==> src/rtl/display_pkg.sv <==
// Shared constants for the 8-digit LED scan display: digit count, source codes
// and the active-low g..a segment patterns for hex digits 0..F.
package display_pkg;

  localparam int NUM_DIGITS = 8;

  localparam logic [1:0] SEL_LEDDATA      = 2'd0;
  localparam logic [1:0] SEL_COUNT_ALL    = 2'd1;
  localparam logic [1:0] SEL_COUNT_BRANCH = 2'd2;
  localparam logic [1:0] SEL_COUNT_JMP    = 2'd3;

  localparam logic [6:0] HEX7_TABLE [16] = '{
    7'h40, 7'h79, 7'h24, 7'h30, 7'h19, 7'h12, 7'h02, 7'h78,
    7'h00, 7'h10, 7'h08, 7'h03, 7'h46, 7'h21, 7'h06, 7'h0E
  };

endpackage

==> src/rtl/hex7seg.sv <==
// Combinational hex nibble to active-low seven-segment (g..a) decoder.
module hex7seg
  import display_pkg::*;
(
  input  logic [3:0] nibble_i,
  output logic [6:0] seg_n_o
);

  assign seg_n_o = HEX7_TABLE[nibble_i];

endmodule

==> src/rtl/led_scan_display.sv <==
// Snapshots one of four CPU 32-bit words per scan frame and time-multiplexes its
// eight hex nibbles onto a common-anode 8-digit 7-segment display.
module led_scan_display
  import display_pkg::*;
#(
  parameter int SCAN_DIV = 100000,
  parameter bit BLANK_LZ = 1'b0
) (
  input  logic        clk,
  input  logic        clr,
  input  logic [1:0]  sel,
  input  logic        hold,
  input  logic [31:0] Leddata,
  input  logic [31:0] Count_all,
  input  logic [31:0] Count_branch,
  input  logic [31:0] Count_jmp,
  output logic [7:0]  an,
  output logic [7:0]  seg
);

  localparam int DIV_W = (SCAN_DIV > 1) ? $clog2(SCAN_DIV) : 1;
  localparam logic [DIV_W-1:0] DIV_LAST = DIV_W'(SCAN_DIV - 1);

  logic [DIV_W-1:0]      div_cnt_q, div_cnt_d;
  logic [2:0]            digit_idx_q, digit_idx_d;
  logic [31:0]           shadow_q, shadow_d;
  logic [NUM_DIGITS-1:0] an_q, an_d;
  logic [7:0]            seg_q, seg_d;

  logic        tick;
  logic [31:0] src;
  logic [3:0]  nibble;
  logic [6:0]  hex_n;
  logic        blanked;
  logic        dp_n;

  hex7seg u_hex7seg (
    .nibble_i (nibble),
    .seg_n_o  (hex_n)
  );

  always_comb begin
    src = Leddata;
    case (sel)
      SEL_LEDDATA:      src = Leddata;
      SEL_COUNT_ALL:    src = Count_all;
      SEL_COUNT_BRANCH: src = Count_branch;
      SEL_COUNT_JMP:    src = Count_jmp;
      default:          src = Leddata;
    endcase
  end

  // Source is only sampled on the frame wrap, so a mid-frame sel change never tears.
  always_comb begin
    tick        = (div_cnt_q == DIV_LAST);
    div_cnt_d   = tick ? '0 : div_cnt_q + 1'b1;
    digit_idx_d = tick ? digit_idx_q + 3'd1 : digit_idx_q;
    shadow_d    = (tick && (digit_idx_q == 3'd7) && !hold) ? src : shadow_q;
  end

  // A digit above 0 is blank when it and every more-significant nibble are zero.
  always_comb begin
    nibble  = shadow_q[{digit_idx_q, 2'b00} +: 4];
    blanked = BLANK_LZ && (digit_idx_q != 3'd0) &&
              ((shadow_q >> {digit_idx_q, 2'b00}) == 32'd0);
    dp_n    = !((digit_idx_q == 3'd0) && hold);
    an_d    = blanked ? {NUM_DIGITS{1'b1}} : ~(NUM_DIGITS'(1) << digit_idx_q);
    seg_d   = {dp_n, hex_n};
  end

  always_ff @(posedge clk) begin
    if (clr) begin
      div_cnt_q   <= '0;
      digit_idx_q <= 3'd0;
      shadow_q    <= 32'd0;
      an_q        <= 8'hFE;
      seg_q       <= 8'hC0;
    end else begin
      div_cnt_q   <= div_cnt_d;
      digit_idx_q <= digit_idx_d;
      shadow_q    <= shadow_d;
      an_q        <= an_d;
      seg_q       <= seg_d;
    end
  end

  assign an  = an_q;
  assign seg = seg_q;

endmodule

==> config.mk <==
export PLATFORM = sky130hd
export DESIGN_NAME = led_scan_display
export DESIGN_NICKNAME = d
export VERILOG_FILES = /design/src/rtl/display_pkg.sv /design/src/rtl/hex7seg.sv /design/src/rtl/led_scan_display.sv
export SDC_FILE = /design/constraint.sdc
export NUM_CORES = 1
export LEC_CHECK = 0
export CORE_MARGIN = 1.5
export CORE_UTILIZATION = 45
export CTS_CLUSTER_SIZE = 25
export DETAILED_ROUTE_END_ITERATION = 16
export PLACE_DENSITY = 0.81
export SLEW_MARGIN = 20
export SYNTH_ARGS = -nofsm -noshare
export SYNTH_HDL_FRONTEND = slang
export SYNTH_HIERARCHICAL = 1
export SYNTH_SLANG_ARGS = --single-unit
==> constraint.sdc <==
create_clock -name clk -period 2.9 [get_ports clk]
set_clock_uncertainty 0.15 [all_clocks]
set_input_delay 0.58 -clock clk [delete_from_list [all_inputs] [get_ports clk]]
set_output_delay 0.58 -clock clk [all_outputs]
set_load 0.05 [all_outputs]
==> run summary <==
YOSYS
--------------------------------------------------------------------------------------
Top cells by area, synth                                                  sky130_fd_sc_hd__dfxtp_1, sky130_fd_sc_hd__mux4_2, sky130_fd_sc_hd__nand4b_1
Flip-flop and latch count after synthesis                                           68
Syn_nets                                                                           533
Most instantiated flip-flop cell in the synthesis netlist                 sky130_fd_sc_hd__dfxtp_1
FFs w/ async S/R, synth                                                              0
Count of mapped cells out of synthesis                                             386
Top cell type's share of synthesized area                                       0.3365
Mapped Area                                                               0.004045 mm²
Fraction of the yosys area taken by sequential cells                            0.3365
Synth warnings                                                                       6
Leading cell types by count after synthesis                               sky130_fd_sc_hd__dfxtp_1, sky130_fd_sc_hd__mux4_2, sky130_fd_sc_hd__nand2b_1, sky130_fd_sc_hd__nand4b_1, sky130_fd_sc_hd__o21ai_1
Number of enable flip-flop cells after synthesis                                     0
Mean instance size in the synthesized netlist                                10.48 µm²
Most common cell in the synthesized netlist                               sky130_fd_sc_hd__dfxtp_1
Largest area contributor in the synthesized netlist                       sky130_fd_sc_hd__dfxtp_1
Yosys cell types                                                                    40

FINISH
--------------------------------------------------------------------------------------
Combined area of the multi-input logic cells                              0.002476 mm²
Number of antenna cells inserted                                                     0
Nets@finish                                                                        667
Non-Filler Instances                                                               632
Post-route design area                                                    0.005757 mm²
Fill cell total of the finished layout                                             663
Ratio of cells with drive above 1 in the final layout                           0.1374
Syn-to-layout area delta                                                        42.31%
Area taken by flip-flops and latches                                      0.001361 mm²

SETUP PATH
--------------------------------------------------------------------------------------
Sort of element at the start of the critical path                            flip-flop
Flop-to-flop setup slack                                                        360 ps
Category of the most critical setup path                                       reg2reg
Required time reported for the critical path endpoint                          3030 ps
Worst Setup End Kind                                                         flip-flop
Biggest fanout along the worst timing path                                           5
Critical register-to-register path startpoint                             digit_idx_q[1]
Data arrival time of the worst path                                            2670 ps
Crit Reg-Reg Endpoint                                                           seg[0]
Logic depth of the worst register-to-register path                                   9

TIMING
--------------------------------------------------------------------------------------
Summed negative setup slack over all endpoints                                    0 ps
Count of pins over their slew limit                                                  0
Post-layout minimum cycle time                                                 2541 ps
Relative slew margins                                                           0.6139
Transition time at the pin with the least slew margin                         579.2 ps
Upper clock frequency limit                                                 0.3935 GHz
Setup Viol. Count Final                                                              0
Setup repair after global routing missed its margin                                 no
Post-route clock period utilization                                             0.8763
Hold violation total from the final report                                           0

ROUTE
--------------------------------------------------------------------------------------
Antenna viol nets, final                                                             0
Final wirelength                                                               9963 µm
Via density per instance                                                         5.470
Detailed-route via count                                                         3,457
DR pass1 iterations                                                                  4
Wire length per cell after detailed routing                                   15.76 µm
Residual DRC                                                                         0
Drt initial violations                                                             127

GRT
--------------------------------------------------------------------------------------
Number of antenna violations at the first check in global routing                    0
Total GRT Usage                                                                 0.2097
Via count of the first global-routing pass                                       3,436
GR Overflow Total                                                                    0
Pin count of the biggest net entering global routing                                48
First-pass GRT wire length                                                   16,040 µm

CLOCKING
--------------------------------------------------------------------------------------
Number of gates resized after CTS                                                    0
CTS H-tree depth                                                                     3
Sinks on the clock net                                                              68
Post CTS Setup Buffer Count                                                          0
Buffer type at the clock tree root                                        sky130_fd_sc_hd__clkbuf_8
Clock slew at the register clock pins of the worst setup and hold paths          60 ps
Largest buffer count on any clock path                                               2
Clock latency at the later pin of the worst-skew pair                           340 ps
TritonCTS clock tree                                                              done
Number of clock buffers inserted by TritonCTS                                        9
Hold Buf Count CTS                                                                   0

FLOORPLANNING
--------------------------------------------------------------------------------------
Area enclosed by the die boundary                                         0.009567 mm²
Placeable Area                                                            0.008721 mm²
Effective utilization at floorplan                                              0.4638
Die boundary height                                                           97.81 µm
Width of the die                                                              97.81 µm
Number of top-level design ports                                                   149
# rows                                                                              34

PWR
--------------------------------------------------------------------------------------
Static Leakage                                                                1.986 nW
Overall power consumption                                                     2.062 mW
Max rail drop VDD                                                             212.6 µV
Power density relative to cell area                                       358.1 mW/mm²

PLACE
--------------------------------------------------------------------------------------
IO buf count                                                                       148
Cell count after placement                                                         617
Placed cell area                                                          0.005554 mm²
Post-detailed-placement half-perimeter wirelength                              7848 µm
Final weighted congestion of routability-driven global placement                0.8332

RUN STATUS
--------------------------------------------------------------------------------------
Run status                                                                finished clean

WORST HOLD PATH
--------------------------------------------------------------------------------------
Source of the worst hold timing path                                       shadow_q[7]
Worst hold path type                                                           reg2reg
Min-Delay Path Depth                                                                 2
Hold Crit Endpoint                                                         shadow_q[7]

FLOW RUN
--------------------------------------------------------------------------------------
Max cap viols                                                                        0

[cells by family after synthesis]
family / Yosys count / synth area share
adders and majority gates: 14 / 0.04330
muxes: 46 / 0.2419
DFF: 68 / 0.3365
AOI/OAI and AO/OA: 45 / 0.05939
xor gates and xnor gates: 14 / 0.03031
and+or+nand+nor: 156 / 0.2366
buffers and inverters: 43 / 0.05197
[layout by cell type, fill, tap and decap left out, types with 5 or more instances in the layout]
| cell | instances |
|---|---|
| sky130_fd_sc_hd__xnor2_1 | 10 |
| sky130_fd_sc_hd__mux4_2 | 40 |
| sky130_fd_sc_hd__nor4_1 | 5 |
| sky130_fd_sc_hd__o21ai_1 | 30 |
| sky130_fd_sc_hd__nand2b_1 | 36 |
| sky130_fd_sc_hd__nand2_1 | 24 |
| sky130_fd_sc_hd__nor2_1 | 24 |
| sky130_fd_sc_hd__nand4b_1 | 32 |
| sky130_fd_sc_hd__inv_1 | 10 |
| sky130_fd_sc_hd__clkbuf_8 | 12 |
| sky130_fd_sc_hd__ha_1 | 14 |
| sky130_fd_sc_hd__clkdlybuf4s50_1 | 146 |
| sky130_fd_sc_hd__a21oi_1 | 6 |
| sky130_fd_sc_hd__nand3_1 | 9 |
| sky130_fd_sc_hd__dfxtp_1 | 68 |
| sky130_fd_sc_hd__o21ai_0 | 5 |
| sky130_fd_sc_hd__buf_4 | 7 |
| sky130_fd_sc_hd__nor2b_1 | 6 |
[worst max-delay path, cell delays in order (launching register included)]
cell and delay [ps]:
sky130_fd_sc_hd__dfxtp_1 430, sky130_fd_sc_hd__mux4_2 520, sky130_fd_sc_hd__nand2_1 80, sky130_fd_sc_hd__nand2_1 120, sky130_fd_sc_hd__inv_1 180, sky130_fd_sc_hd__ha_1 210, sky130_fd_sc_hd__and2b_2 230, sky130_fd_sc_hd__or3b_1 360
sky130_fd_sc_hd__o21ai_0 70, sky130_fd_sc_hd__nor2b_1 130
[state kept, by name, indices dropped and copies added (netlist names)]
signal       flops
an               8
seg              8
shadow_q        32
digit_idx_q      3
div_cnt_q       17
[cell type report]
type	count	share of cell area
tap	108	0.02347
inverter	10	0.006520
clock inverter	1	0.005216
multi-input combinational	275	0.4301
sequential	68	0.2365
timing repair buffer	156	0.2682
clock buffer	14	0.02999
[per-stage QoR]
step,hold slack (ps),setup slack [ps],util
after detailed placement,306.3,366.8,0.6369
after global routing,348.2,167.7,0.6601
after floorplan,289.0,363.1,-
after global placement,305.3,461.0,0.6369
after CTS,317.1,347.8,0.6601
final,316.1,358.6,0.6601
[power breakdown]
group	switching, mW	leakage [nW]	total, mW	internal (mW)
clock	0.323	0.103	0.787	0.464
sequential	0.00471	0.549	0.943	0.938
combinational	0.0874	1.33	0.332	0.244
[how the worst max path moves through the flow]
stage	to	startpoint	slack, ps
floorplan	seg[0]	digit_idx_q[0]	360
global placement	seg[0]	digit_idx_q[1]	460
detailed placement	seg[0]	digit_idx_q[1]	370
CTS	seg[0]	digit_idx_q[1]	350
global route	seg[0]	digit_idx_q[0]	170
finish	seg[0]	digit_idx_q[1]	360
[per-layer routing]
| layer | global-route usage | routed length [µm] | share of wire | vias up |
|---|---|---|---|---|
| met5 | 0 | 0 | 0 | - |
| met1 | 0.2629 | 4249 | 0.43 | 1627 |
| li1 | - | - | - | 1688 |
| met3 | 0.05011 | 568 | 0.057 | 19 |
| met2 | 0.3558 | 4925 | 0.49 | 123 |
| met4 | 0.07253 | 220 | 0.022 | 0 |
Power figures use the tool's default switching activity.
